==> src/rtl/gcd_pkg.sv <==
// Shared constants and types for the binary GCD engine.
package gcd_pkg;

  localparam int DEF_WIDTH = 32;
  localparam int DEF_CNT_W = 12;

  localparam logic [2:0] OP_GCD     = 3'b000;
  localparam logic [2:0] OP_COPRIME = 3'b001;

  typedef enum logic [1:0] {
    IDLE   = 2'd0,
    RUN    = 2'd1,
    FINISH = 2'd2
  } state_t;

endpackage

==> src/rtl/gcd_step.sv <==
// One Stein iteration: reduces (a, b, k) by a single rule, or holds once either operand is zero.
module gcd_step
  import gcd_pkg::*;
#(
  parameter int WIDTH = DEF_WIDTH,
  parameter int K_W   = $clog2(DEF_WIDTH) + 1
) (
  input  logic [WIDTH-1:0] a,
  input  logic [WIDTH-1:0] b,
  input  logic [K_W-1:0]   k,
  output logic [WIDTH-1:0] a_next,
  output logic [WIDTH-1:0] b_next,
  output logic [K_W-1:0]   k_next,
  output logic             converged
);

  localparam logic [K_W-1:0] K_ONE = {{(K_W-1){1'b0}}, 1'b1};

  // Priority-ordered step rules; holding once converged keeps k from running away on a zero operand.
  always_comb begin
    converged = (a == {WIDTH{1'b0}}) || (b == {WIDTH{1'b0}});
    a_next    = a;
    b_next    = b;
    k_next    = k;
    if (converged) begin
      a_next = a;
      b_next = b;
      k_next = k;
    end else if (!a[0] && !b[0]) begin
      a_next = a >> 1;
      b_next = b >> 1;
      k_next = k + K_ONE;
    end else if (!a[0]) begin
      a_next = a >> 1;
    end else if (!b[0]) begin
      b_next = b >> 1;
    end else if (a >= b) begin
      a_next = (a - b) >> 1;
    end else begin
      b_next = (b - a) >> 1;
    end
  end

endmodule

==> src/rtl/gcd_core.sv <==
// Binary GCD engine: FSM, iteration counter and registered result, with an optional constant-time mode.
module gcd_core
  import gcd_pkg::*;
#(
  parameter int WIDTH = DEF_WIDTH,
  parameter int CNT_W = DEF_CNT_W
) (
  input  logic             CLK,
  input  logic             RESET,
  input  logic             START_PULSE,
  input  logic [2:0]       OPCODE,
  input  logic             CONSTANT_TIME,
  input  logic [CNT_W-1:0] CYCLE_COUNT,
  input  logic [WIDTH-1:0] OPA,
  input  logic [WIDTH-1:0] OPB,
  output logic [WIDTH-1:0] RESULT,
  output logic             ERR,
  output logic [CNT_W-1:0] CYCLES_USED,
  output logic             BUSY,
  output logic             DONE_PULSE
);

  localparam int K_W = $clog2(WIDTH) + 1;
  localparam logic [CNT_W-1:0] CNT_ONE = {{(CNT_W-1){1'b0}}, 1'b1};
  localparam logic [WIDTH-1:0] W_ONE   = {{(WIDTH-1){1'b0}}, 1'b1};

  state_t           state_r, state_nx_s;
  logic [WIDTH-1:0] a_r, b_r, a_nx_s, b_nx_s, step_a_s, step_b_s, g_s;
  logic [K_W-1:0]   k_r, k_nx_s, step_k_s;
  logic [CNT_W-1:0] cnt_r, cnt_nx_s, cnt_inc_s, budget_r, budget_nx_s;
  logic [2:0]       opcode_r, opcode_nx_s;
  logic             ct_r, ct_nx_s, conv_s, illegal_s, fin_conv_s;
  logic [WIDTH-1:0] result_nx_s;
  logic [CNT_W-1:0] cycles_nx_s;
  logic             err_nx_s, busy_nx_s, done_nx_s;

  gcd_step #(.WIDTH(WIDTH), .K_W(K_W)) u_step (
    .a         (a_r),
    .b         (b_r),
    .k         (k_r),
    .a_next    (step_a_s),
    .b_next    (step_b_s),
    .k_next    (step_k_s),
    .converged (conv_s)
  );

  assign cnt_inc_s = (cnt_r == {CNT_W{1'b1}}) ? cnt_r : cnt_r + CNT_ONE;

  // State register.
  always_ff @(posedge CLK or posedge RESET) begin
    if (RESET) begin
      state_r <= IDLE;
    end else begin
      state_r <= state_nx_s;
    end
  end

  // Next-state decision; constant-time runs ignore convergence and stop only on the budget.
  always_comb begin
    state_nx_s = state_r;
    case (state_r)
      IDLE: begin
        if (START_PULSE) begin
          if ((OPCODE != OP_GCD) && (OPCODE != OP_COPRIME)) begin
            state_nx_s = FINISH;
          end else if (CONSTANT_TIME && (CYCLE_COUNT == {CNT_W{1'b0}})) begin
            state_nx_s = FINISH;
          end else begin
            state_nx_s = RUN;
          end
        end else begin
          state_nx_s = IDLE;
        end
      end
      RUN: begin
        if (ct_r) begin
          state_nx_s = (cnt_inc_s == budget_r) ? FINISH : RUN;
        end else begin
          state_nx_s = conv_s ? FINISH : RUN;
        end
      end
      FINISH:  state_nx_s = IDLE;
      default: state_nx_s = IDLE;
    endcase
  end

  // Next datapath and output values; results are judged on the values FINISH will hold.
  always_comb begin
    a_nx_s      = a_r;
    b_nx_s      = b_r;
    k_nx_s      = k_r;
    cnt_nx_s    = cnt_r;
    opcode_nx_s = opcode_r;
    ct_nx_s     = ct_r;
    budget_nx_s = budget_r;
    result_nx_s = RESULT;
    err_nx_s    = ERR;
    cycles_nx_s = CYCLES_USED;
    busy_nx_s   = (state_nx_s != IDLE);
    done_nx_s   = 1'b0;
    case (state_r)
      IDLE: begin
        if (START_PULSE) begin
          a_nx_s      = OPA;
          b_nx_s      = OPB;
          k_nx_s      = {K_W{1'b0}};
          cnt_nx_s    = {CNT_W{1'b0}};
          opcode_nx_s = OPCODE;
          ct_nx_s     = CONSTANT_TIME;
          budget_nx_s = CYCLE_COUNT;
          err_nx_s    = 1'b0;
        end else begin
          err_nx_s = ERR;
        end
      end
      RUN: begin
        a_nx_s   = step_a_s;
        b_nx_s   = step_b_s;
        k_nx_s   = step_k_s;
        cnt_nx_s = cnt_inc_s;
      end
      FINISH:  cnt_nx_s = cnt_r;
      default: cnt_nx_s = cnt_r;
    endcase

    g_s        = (a_nx_s | b_nx_s) << k_nx_s;
    fin_conv_s = (a_nx_s == {WIDTH{1'b0}}) || (b_nx_s == {WIDTH{1'b0}});
    illegal_s  = (opcode_nx_s != OP_GCD) && (opcode_nx_s != OP_COPRIME);
    if (state_nx_s == FINISH) begin
      done_nx_s   = 1'b1;
      cycles_nx_s = cnt_nx_s;
      if (illegal_s || !fin_conv_s) begin
        err_nx_s    = 1'b1;
        result_nx_s = {WIDTH{1'b0}};
      end else begin
        err_nx_s    = 1'b0;
        result_nx_s = (opcode_nx_s == OP_COPRIME) ?
                      {{(WIDTH-1){1'b0}}, (g_s == W_ONE)} : g_s;
      end
    end else begin
      done_nx_s = 1'b0;
    end
  end

  // Datapath and registered outputs.
  always_ff @(posedge CLK or posedge RESET) begin
    if (RESET) begin
      a_r         <= {WIDTH{1'b0}};
      b_r         <= {WIDTH{1'b0}};
      k_r         <= {K_W{1'b0}};
      cnt_r       <= {CNT_W{1'b0}};
      opcode_r    <= 3'b000;
      ct_r        <= 1'b0;
      budget_r    <= {CNT_W{1'b0}};
      RESULT      <= {WIDTH{1'b0}};
      ERR         <= 1'b0;
      CYCLES_USED <= {CNT_W{1'b0}};
      BUSY        <= 1'b0;
      DONE_PULSE  <= 1'b0;
    end else begin
      a_r         <= a_nx_s;
      b_r         <= b_nx_s;
      k_r         <= k_nx_s;
      cnt_r       <= cnt_nx_s;
      opcode_r    <= opcode_nx_s;
      ct_r        <= ct_nx_s;
      budget_r    <= budget_nx_s;
      RESULT      <= result_nx_s;
      ERR         <= err_nx_s;
      CYCLES_USED <= cycles_nx_s;
      BUSY        <= busy_nx_s;
      DONE_PULSE  <= done_nx_s;
    end
  end

endmodule

==> config.mk <==
export PLATFORM = sky130hd
export DESIGN_NAME = gcd_core
export DESIGN_NICKNAME = d
export VERILOG_FILES = /design/src/rtl/gcd_pkg.sv /design/src/rtl/gcd_step.sv /design/src/rtl/gcd_core.sv
export SDC_FILE = /design/constraint.sdc
export NUM_CORES = 1
export LEC_CHECK = 0
export BUFFER_PORTS_ARGS = -buffer_cell sky130_fd_sc_hd__buf_2
export CORE_MARGIN = 2
export CORE_UTILIZATION = 32
export CTS_CLUSTER_SIZE = 24
export DETAILED_ROUTE_END_ITERATION = 7
export SLEW_MARGIN = 40
export SYNTH_ARGS = -nofsm -noshare
export SYNTH_HDL_FRONTEND = slang
export SYNTH_SLANG_ARGS = --single-unit
==> constraint.sdc <==
create_clock -name CLK -period 6.1 [get_ports CLK]
set_input_delay 0.915 -clock CLK [delete_from_list [all_inputs] [get_ports CLK]]
set_output_delay 0.915 -clock CLK [all_outputs]
set_load 0.01 [all_outputs]
==> results.py <==
metrics = {
    "flow_run": {
        "drv_cap": 0,
    },
    "final_layout": {
        "num_antenna_cells": 0,
        "nNetsFinal": 2214,
        "syn_to_final_growth_pct": 17.4,
        "drive_above_1_share": 0.180,
    },
    "floorplanning": {
        "fp.dieW_um": 218,
        "core_um2": 45200,
        "boundaryPins": 130,
        "initial_core_util": 0.323,
        "fp-row-count": 78,
        "die_area_um2": 47300,
        "die_y_um": 218,
    },
    "clocking": {
        "clock_latency_ns": 0.45,
        "cts-root-buf": "clkbuf_16",
        "clockBufferDepth": 2,
        "htreeDepth": 4,
        "cts_buffers": 17,
        "clkSinkCount": 147,
        "hold_buffers": 0,
        "path_clk_slew_ns": 0.07,
        "cts_tree": "built",
    },
    "detailed_routing": {
        "drc": 0,
        "drt_pass1_iterations": 6,
        "detail_route.wl_per_cell_um": 28.2,
        "drt-total-wl_um": 75500,
        "vias_per_cell": 6.41,
        "drtIter0Drc": 2616,
        "ant_nets": 0,
        "vias": 17152,
    },
    "sta": {
        "hold_violations": 0,
        "hold_slack_ns": 0.490,
        "slew_violations": 0,
        "skew_ns": 0.0129,
        "finalSetupViolations": 0,
        "fin_crit_ns": 5.90,
        "max_slew_margin": 0.352,
        "fmax_ghz": 0.169,
        "rsz0062_at_grt": "false",
        "tightest_slew_ns": 0.966,
        "worst_slack_ns": 0.200,
        "finalCritPeriodShare": 0.967,
    },
    "status": {
        "run_status": "finished, final reports clean",
    },
    "grt": {
        "grt_pass1_wl_um": 110000,
        "grt_remaining_overflow": 0,
        "grt_pass1_vias": 16269,
        "grt_use_total": 0.313,
        "grt_max_degree": 94,
        "antenna_found_initial": 0,
    },
    "worst_setup_path": {
        "crit_fanout": 11,
        "arrival_ns": 6.28,
        "cp-start-kind": "register",
        "critPathCaptureType": "register",
        "worstSetupPathType": "register to register",
        "required_ns": 6.48,
    },
    "yosys": {
        "yosysUniqueCellTypes": 101,
        "synth_flop_cell": "dfrtp_1",
        "synth_seq_cells": 147,
        "synth_area_leaders": "dfrtp_1 (25%), ha_1 (5.7%), nand2_1 (5.5%)",
        "yosysWarnings": 0,
        "netlist_instances": 1908,
        "ys_seq_area_frac": 0.252,
        "netlist_area_um2": 14600,
        "synth_top_area_frac": 0.252,
        "yosysTopAreaCell": "dfrtp_1",
        "syn_nets": 2059,
        "async_reset_ff_frac": 1.00,
        "syn_area_per_cell_um2": 7.65,
        "synth_edf_count": 0,
    },
    "place": {
        "port_buffers": 129,
        "dp_hpwl_um": 59200,
        "globalplace.congestion": 1.06,
        "post-place-ws_ns": -0.0149,
    },
    "min_path": {
        "hp-class": "register to register",
    },
}
## kinds of logic after synthesis
family / count (synthesis) / share of synthesized area
AO/OA/AOI/OAI: 721 / 0.344
XOR/XNOR: 58 / 0.0348
adder cells (fa/ha/maj): 68 / 0.0594
buffers and inverters: 245 / 0.0708
flip-flops: 147 / 0.252
multiplexers: 35 / 0.0263
AND/OR/NAND/NOR: 634 / 0.212
## registers in the layout (all words and copies together), names as in the netlist, 2 cells and up
register and flops:
CYCLES_USED 12, state_r 2, RESULT 32, b_r 32, a_r 32, cnt_r 12, budget_r 12, k_r 6
opcode_r 3
## layout by cell type (no fill, tap or decap), types with 39 or more instances in the layout
master | netlist | layout
inv_1 | 115 | 114
ha_1 | 66 | 66
nor3_1 | 44 | 44
buf_4 | 7 | 127
a31oi_1 | 39 | 39
buf_2 | 45 | 129
nand3_1 | 65 | 65
dfrtp_1 | 147 | 146
nor2_1 | 132 | 131
nand2_1 | 213 | 213
a21oi_1 | 143 | 142
a22o_1 | 39 | 39
o21ai_0 | 140 | 140
## cell usage after synthesis, types with 10 or more instances
master,n
nor3_1,44
a222oi_1,10
a31oi_1,39
nor4_1,31
o21a_1,19
a21o_1,21
and3_1,21
a211oi_1,26
nand2_1,213
xnor2_1,31
a32o_1,12
nand3_1,65
ha_1,66
nor2b_1,10
a22oi_1,28
xor2_1,27
or3_1,17
o22ai_1,13
o31ai_1,30
a221oi_1,24
dfrtp_1,147
mux2_2,20
nand2b_1,10
inv_1,115
nor2_1,132
a221o_1,18
o211ai_1,24
buf_2,45
clkbuf_1,60
a22o_1,39
o221ai_1,15
o21bai_1,13
mux2i_1,13
a21oi_1,143
o21ai_0,140
nand4_1,32
## path summary, 6_finish.rpt
check                            start        endpoint  slack [ns]  cells after the start
max                             a_r[0]      RESULT[10]        0.20                     21
min                        opcode_r[1]     opcode_r[1]        0.49                      2
max reg2reg                     a_r[0]      RESULT[10]        0.20                     21
min reg2reg                opcode_r[1]     opcode_r[1]        0.49                      2
max in group asynchronous        RESET         b_r[17]        4.52                      4
min in group asynchronous        RESET  CYCLES_USED[4]        0.56                      2
## through the flow
step / utilization / cell area [µm²] / TNS (ns) / instances
floorplan: - / 14600 / 0 / 1908
global placement: 0.365 / 16500 / -0.00783 / 2643
detailed placement: 0.365 / 16500 / -0.0149 / 2643
CTS: 0.379 / 17100 / 0 / 2675
global route: 0.379 / 17100 / 0 / 2676
finish: 0.379 / 17100 / 0 / 2676
## critical path, cell delays in order, from the launching register on
cell and delay, ns:
dfrtp_2 0.49, inv_1 0.25, ha_1 0.33, fa_1 0.44, nand2b_1 0.19, a211oi_1 0.41
o21bai_2 0.17, nand4_4 0.18, a21oi_4 0.12, buf_4 0.22, or4_4 0.56, nand2_1 0.09
inv_1 0.06, or4_1 0.56, nor4_1 0.31, nand4_1 0.22, o31ai_1 0.42, buf_4 0.21
and3_1 0.20, buf_4 0.19, o21ai_0 0.13, nand2_1 0.08
## area by class of cell
cell class,count,area (µm²)
tap,600,751
clock inverter,15,185
clock buffer,17,425
timing repair buffer,262,1720
multi-input combinational,1516,9920
inverter,119,454
fill,4764,28100
sequential,147,3680
## routing by layer
metal / GRT usage / vias up / share of wire
li1: - / 7507 / -
met1: 0.442 / 8381 / 0.43
met2: 0.459 / 1089 / 0.42
met3: 0.0579 / 175 / 0.10
met4: 0.146 / 0 / 0.047
met5: 0 / - / 0
## timing repair
action | CTS | global route
setup buffers | 0 | 0
gates resized for setup | 2 | 2
setup endpoints to repair | 9 | 32
cloned | 0 | 0
Power is left out: the tool's default activity adds up to more than one toggle a clock period on the data nets, which glitch-free logic cannot reach.
